$ cat src/rtl/ddfs_freq_meter.sv
// Frequency meter for a DDFS sine stream: counts hysteresis-qualified rising
// zero crossings over a 2^GATE_LOG2-clock gate and reports the count scaled to fcontrol units.
module ddfs_freq_meter #(
  parameter int GATE_LOG2 = 16,
  parameter int HYST      = 8
) (
  input  logic        clk,
  input  logic        rst,
  input  logic        en,
  input  logic [7:0]  samp,
  output logic [22:0] fest,
  output logic        fest_valid,
  output logic        ovf
);

  localparam int CW = GATE_LOG2 + 1;
  localparam int SHIFT = 24 - GATE_LOG2;
  localparam logic signed [7:0] HYST_POS = 8'(HYST);
  localparam logic signed [7:0] HYST_NEG = -HYST_POS;

  typedef enum logic {
    WAIT_NEG = 1'b0,
    ARMED    = 1'b1
  } state_t;

  state_t state_q, state_d;

  logic signed [7:0]    samp_s;
  logic                 is_neg;
  logic                 is_pos;
  logic                 xing;
  logic [GATE_LOG2-1:0] gate_q;
  logic                 win_last;
  logic [CW-1:0]        xcnt_q;
  logic [CW-1:0]        xcnt_sum;
  logic [CW-1:0]        win_total_q;
  logic                 win_done_q;
  logic [24:0]          scaled;

  assign samp_s = samp;
  assign is_neg = (samp_s <= HYST_NEG);
  assign is_pos = (samp_s >= HYST_POS);

  // Crossing detector: state register
  always_ff @(posedge clk or posedge rst) begin
    if (rst) begin
      state_q <= WAIT_NEG;
    end else if (!en) begin
      state_q <= WAIT_NEG;
    end else begin
      state_q <= state_d;
    end
  end

  // Crossing detector: next state
  always_comb begin
    state_d = state_q;
    case (state_q)
      WAIT_NEG: if (is_neg) state_d = ARMED;
      ARMED:    if (is_pos) state_d = WAIT_NEG;
      default:  state_d = WAIT_NEG;
    endcase
  end

  // Crossing detector: the ARMED -> WAIT_NEG transition is the event
  always_comb begin
    xing = 1'b0;
    if (en && state_q == ARMED && is_pos) xing = 1'b1;
  end

  assign win_last = en && (gate_q == '1);
  assign xcnt_sum = (xing && xcnt_q != '1) ? xcnt_q + 1'b1 : xcnt_q;

  // Gate and crossing counters; the last cycle's event is folded into the latched total.
  always_ff @(posedge clk or posedge rst) begin
    if (rst) begin
      gate_q      <= '0;
      xcnt_q      <= '0;
      win_total_q <= '0;
      win_done_q  <= 1'b0;
    end else if (!en) begin
      gate_q     <= '0;
      xcnt_q     <= '0;
      win_done_q <= 1'b0;
    end else begin
      gate_q <= gate_q + 1'b1;
      if (win_last) begin
        xcnt_q      <= '0;
        win_total_q <= xcnt_sum;
        win_done_q  <= 1'b1;
      end else begin
        xcnt_q     <= xcnt_sum;
        win_done_q <= 1'b0;
      end
    end
  end

  assign scaled = 25'(win_total_q) << SHIFT;

  // Result register: one cycle after the window's last sample.
  always_ff @(posedge clk or posedge rst) begin
    if (rst) begin
      fest       <= '0;
      ovf        <= 1'b0;
      fest_valid <= 1'b0;
    end else if (win_done_q && en) begin
      fest_valid <= 1'b1;
      if (scaled >= 25'h0800000) begin
        fest <= 23'h7FFFFF;
        ovf  <= 1'b1;
      end else begin
        fest <= scaled[22:0];
        ovf  <= 1'b0;
      end
    end else begin
      fest_valid <= 1'b0;
    end
  end

endmodule

$ cat config.mk
export PLATFORM = sky130hd
export DESIGN_NAME = ddfs_freq_meter
export DESIGN_NICKNAME = d
export VERILOG_FILES = /design/src/rtl/ddfs_freq_meter.sv
export SDC_FILE = /design/constraint.sdc
export NUM_CORES = 1
export LEC_CHECK = 0
export BUFFER_PORTS_ARGS = -buffer_cell sky130_fd_sc_hd__buf_2
export CAP_MARGIN = 10
export CORE_MARGIN = 2
export CORE_UTILIZATION = 51
export CTS_CLUSTER_SIZE = 10
export DETAILED_ROUTE_END_ITERATION = 16
export MAX_ROUTING_LAYER = met4
export PLACE_DENSITY = 0.71
export SYNTH_ARGS = -nofsm -noshare
export SYNTH_HDL_FRONTEND = slang
export SYNTH_SLANG_ARGS = --single-unit
$ cat constraint.sdc
create_clock -name clk -period 3.5 [get_ports clk]
set_input_delay 0.175 -clock clk [delete_from_list [all_inputs] [get_ports clk]]
set_output_delay 0.175 -clock clk [all_outputs]
set_load 0.03 [all_outputs]
==> run summary <==
Maximum fanout along the worst path: 6. Across the routed clock network, the largest skew measured is 9.825 ps. The cell area that synthesis handed to floorplanning was 3188 sq um.

STA classifies the critical path startpoint as a flop. TritonCTS created 9 clock buffers. The detailed router finished its first iteration with 116 violations. Averaged over all synthesized cells, the footprint is 10.96 sq um. Synthesis produced a netlist whose cell count is 291. After routing the design area is 3568 sq um. Setup repair after global routing left no endpoint under its margin.

The tools report the sequential area share after synthesis as 54.16%. Yosys attributes the largest share of cell area to sky130_fd_sc_hd__dfrtp_1 (54%), sky130_fd_sc_hd__o22a_1 (4.1%), sky130_fd_sc_hd__a21oi_1 (4.1%). Summed over all cells, the static leakage comes to 1.692 nW. The critical hold path startpoint was samp[7]. Along the worst hold path, the cell count comes to 3. Overall power consumption after layout is estimated at 1.513 mW. In this run the register-to-register setup slack is 920 ps. The worst hold-check path type is primary input to flop. Of all flip-flops after synthesis, the portion carrying an async set or reset was 100.0%. TritonCTS built the clock tree.

The ratio of cells with drive above 1 in the final layout is 21.71%. For the worst flop-to-flop path, the logic depth is 9. The congestion estimate from routability-driven global placement came to 0.8778.

Power per cell area: 424.1 nW/um^2. The end point of the worst hold path was state_q$_DFF_PP0_. For the antenna cell count, the log shows 0. The tools report the buffer depth of the longest clock path as 2. The post-synthesis to final-layout area growth is 11.93%.

The logs give 0 for the setup fix buffers added after clock tree synthesis and 0 for the post-CTS resize count. Using the TritonRoute via totals, the vias-per-cell ratio works out to 5.726. For the fill cell total of the finished layout, the log shows 521. The share of the synthesized area in the top cell type works out to 54.16%. The run gives 69 as the clock sink count. The die boundary height came out at 83.07 microns. Counting I/O delays and the setup requirement, the final critical path takes 2577 ps.

Leading cell type by number of instances after synthesis: sky130_fd_sc_hd__dfrtp_1. The tools report the via count of the first global-routing pass as 2299. The commonest cells after synthesis are sky130_fd_sc_hd__dfrtp_1 (69), sky130_fd_sc_hd__a21oi_1 (26), sky130_fd_sc_hd__and2_1 (16).

The part of the cycle the worst path needs is 73.61%. The floorplan step defined a die boundary enclosing 6900 sq um. For the clock network latency to the later pin of the worst-skew pair, the log shows 350 ps. In the synthesized netlist the dominant register cell turns out to be sky130_fd_sc_hd__dfrtp_1. The logs give 0 for the final hold violation count and 388.1 MHz for the achievable frequency. The final wirelength came out at 6.392 mm.

Count of endpoints failing setup in the final report: 0. After detailed placement, the total cell area comes to 3356 sq um. The clock edge transition at the registers on the reported setup and hold paths came out at 70 ps.

The worst setup path category is flop to flop. Summed over all layers, the global routing overflow is 0. For the worst setup path, the data required time is 3760 ps.

For the starting utilization of the core area, the log shows 53.22%. The number of buffers added on ports was 35. After detailed routing, the average wire length per cell comes to 15.90 microns. The logs give 59.57% for the final standard cell utilization of the core and 336 for the net count reported at finish. Total of flip-flops plus latches after synthesis: 69.

The logs give 0 for the number of warning messages in the yosys log and 41 for the count of unique library cells instantiated by Yosys. For the worst setup path, the data arrival time is 2830 ps. The transition at the pin with the smallest max-transition slack works out to 837.4 ps. CTS placed an instance of sky130_fd_sc_hd__clkbuf_8 at the clock tree root. For the register area, the log shows 1727 sq um. In the final timing run, aggregate negative setup slack is 0 ps.

Counting flops with a built-in enable in the synthesized netlist gives 0. The run finished with clean final reports. The number of placement rows came out at 28. The logs give 4.284 mm for the final HPWL from detailed placement and 0 for the number of max-capacitance violations reported.

For this run, the total global-route usage over all layers was measured as 20.72%. The logs give 11.13 mm for the wire length of the first global-routing pass and 3 for the total number of H-tree levels. The count of pins over their slew limit is 0, and the area taken by multi-input logic gates is 1300 sq um. Kind of end point of the critical path: a flop. When the netlist entered floorplanning its net count stood at 305. The tools report the number of nets with antenna violations after detailed routing as 0.

On the final layout, the worst hold slack is 148.7 ps. In this run the standard cell core region covers 5991 sq um. In this run the tightest slew margin relative to its limit is 44.18%. The peak ir drop on the vdd network came out at 327.5 uV. The run gives 0 as the initial antenna violation count.

Timing startpoint of the critical path: xcnt_q[0]$_DFF_PP0_. Entering global routing, the biggest net connects 37 pins. The floorplan step set the die width to 83.07 microns.

The synthesized design spends more area on one cell type than any other, namely sky130_fd_sc_hd__dfrtp_1. Across all layers, the routed design uses 2302 vias. For this run, design rule violations remaining after detail routing come to 0.

The first detailed-routing pass ran for 4 iterations. During I/O placement, the number of pins put on the boundary was 36. The worst flop-to-flop path startpoint is xcnt_q[0]$_DFF_PP0_. The endpoint identified for the worst register-to-register timing path is win_total_q[15]$_DFFE_PP0P_.
## cells in the final DEF (no fill, tap or decap), types with 2 or more instances in the layout
| cell type | n |
|---|---|
| sky130_fd_sc_hd__a21boi_0 | 2 |
| sky130_fd_sc_hd__a21oi_1 | 26 |
| sky130_fd_sc_hd__a21oi_2 | 9 |
| sky130_fd_sc_hd__a31oi_1 | 7 |
| sky130_fd_sc_hd__and2_1 | 16 |
| sky130_fd_sc_hd__and4_1 | 2 |
| sky130_fd_sc_hd__buf_2 | 35 |
| sky130_fd_sc_hd__buf_4 | 5 |
| sky130_fd_sc_hd__clkbuf_1 | 2 |
| sky130_fd_sc_hd__clkbuf_8 | 11 |
| sky130_fd_sc_hd__dfrtp_1 | 69 |
| sky130_fd_sc_hd__ha_1 | 3 |
| sky130_fd_sc_hd__inv_1 | 5 |
| sky130_fd_sc_hd__mux2i_1 | 2 |
| sky130_fd_sc_hd__nand2_1 | 10 |
| sky130_fd_sc_hd__nand2b_1 | 2 |
| sky130_fd_sc_hd__nand3_1 | 11 |
| sky130_fd_sc_hd__nand4_1 | 10 |
| sky130_fd_sc_hd__nor2_1 | 13 |
| sky130_fd_sc_hd__nor3_1 | 9 |
| sky130_fd_sc_hd__nor4_1 | 8 |
| sky130_fd_sc_hd__o21ai_0 | 8 |
| sky130_fd_sc_hd__o22a_1 | 15 |
| sky130_fd_sc_hd__or3_1 | 6 |
| sky130_fd_sc_hd__or3_2 | 2 |
| sky130_fd_sc_hd__or4_1 | 3 |
| sky130_fd_sc_hd__xnor2_1 | 9 |
| sky130_fd_sc_hd__xor2_1 | 11 |
## critical path, stage by stage (launching register included)
cell	delay (ps)
sky130_fd_sc_hd__dfrtp_1	440
sky130_fd_sc_hd__ha_1	250
sky130_fd_sc_hd__and3_1	200
sky130_fd_sc_hd__nand3_1	80
sky130_fd_sc_hd__nor3_1	50
sky130_fd_sc_hd__ha_1	180
sky130_fd_sc_hd__and4bb_2	370
sky130_fd_sc_hd__nand4_1	170
sky130_fd_sc_hd__or4_1	560
sky130_fd_sc_hd__a31oi_1	200
## power breakdown
group          switching [mW]  leakage, nW  internal (mW)
Sequential            0.00430        0.961          0.801
Combinational          0.0341        0.627         0.0130
Clock                   0.292        0.104          0.369
## metal layers
metal  vias up  GRT usage (%)  wire, microns
li1       1107              -              -
met1      1131          27.34           3046
met2        55          31.74           2977
met3         9          4.970            271
met4         0          7.004             97
met5         -              -              0
## worst max-delay path by stage
stage,end,depth (start not counted)
floorplan,win_total_q[15]$_DFFE_PP0P_,9
global placement,win_total_q[15]$_DFFE_PP0P_,9
detailed placement,win_total_q[15]$_DFFE_PP0P_,9
CTS,win_total_q[15]$_DFFE_PP0P_,9
global route,win_total_q[15]$_DFFE_PP0P_,9
finish,win_total_q[15]$_DFFE_PP0P_,9
## sequential cells by signal, summed over array words and instances (netlist names)
| signal | count |
|---|---|
| fest | 16 |
| fest_valid | 1 |
| gate_q | 16 |
| state_q | 1 |
| win_done_q | 1 |
| win_total_q | 17 |
| xcnt_q | 17 |
## logic make-up after synthesis
group	count (synthesis)	share of synthesized area, %
flops	69	54.16
fa+ha+maj	3	1.178
simple gates	101	19.23
xor+xnor	20	5.495
compound gates	69	14.25
mux	2	0.6280
buf+inv	27	5.062
## final cells by class
class                           instances  area share [%]
Sequential cell                        69           48.39
Tap cell                               75           2.630
Timing Repair Buffer                   41           6.241
Inverter                                6          0.6311
Clock inverter                          3           1.227
Clock buffer                           13           4.453
Multi-Input combinational cell        195           36.43
## per-stage QoR
step	setup WS, ps	instances
after floorplan	1146	291
after global placement	1063	385
after detailed placement	969.3	385
after CTS	941.1	402
after global routing	773.2	402
final	923.5	402
## repair_timing
action	in CTS	in global routing
hold buffers	1	0
setup endpoints to repair	0	0
hold endpoints to repair	35	0
Power figures use the tool's default switching activity.
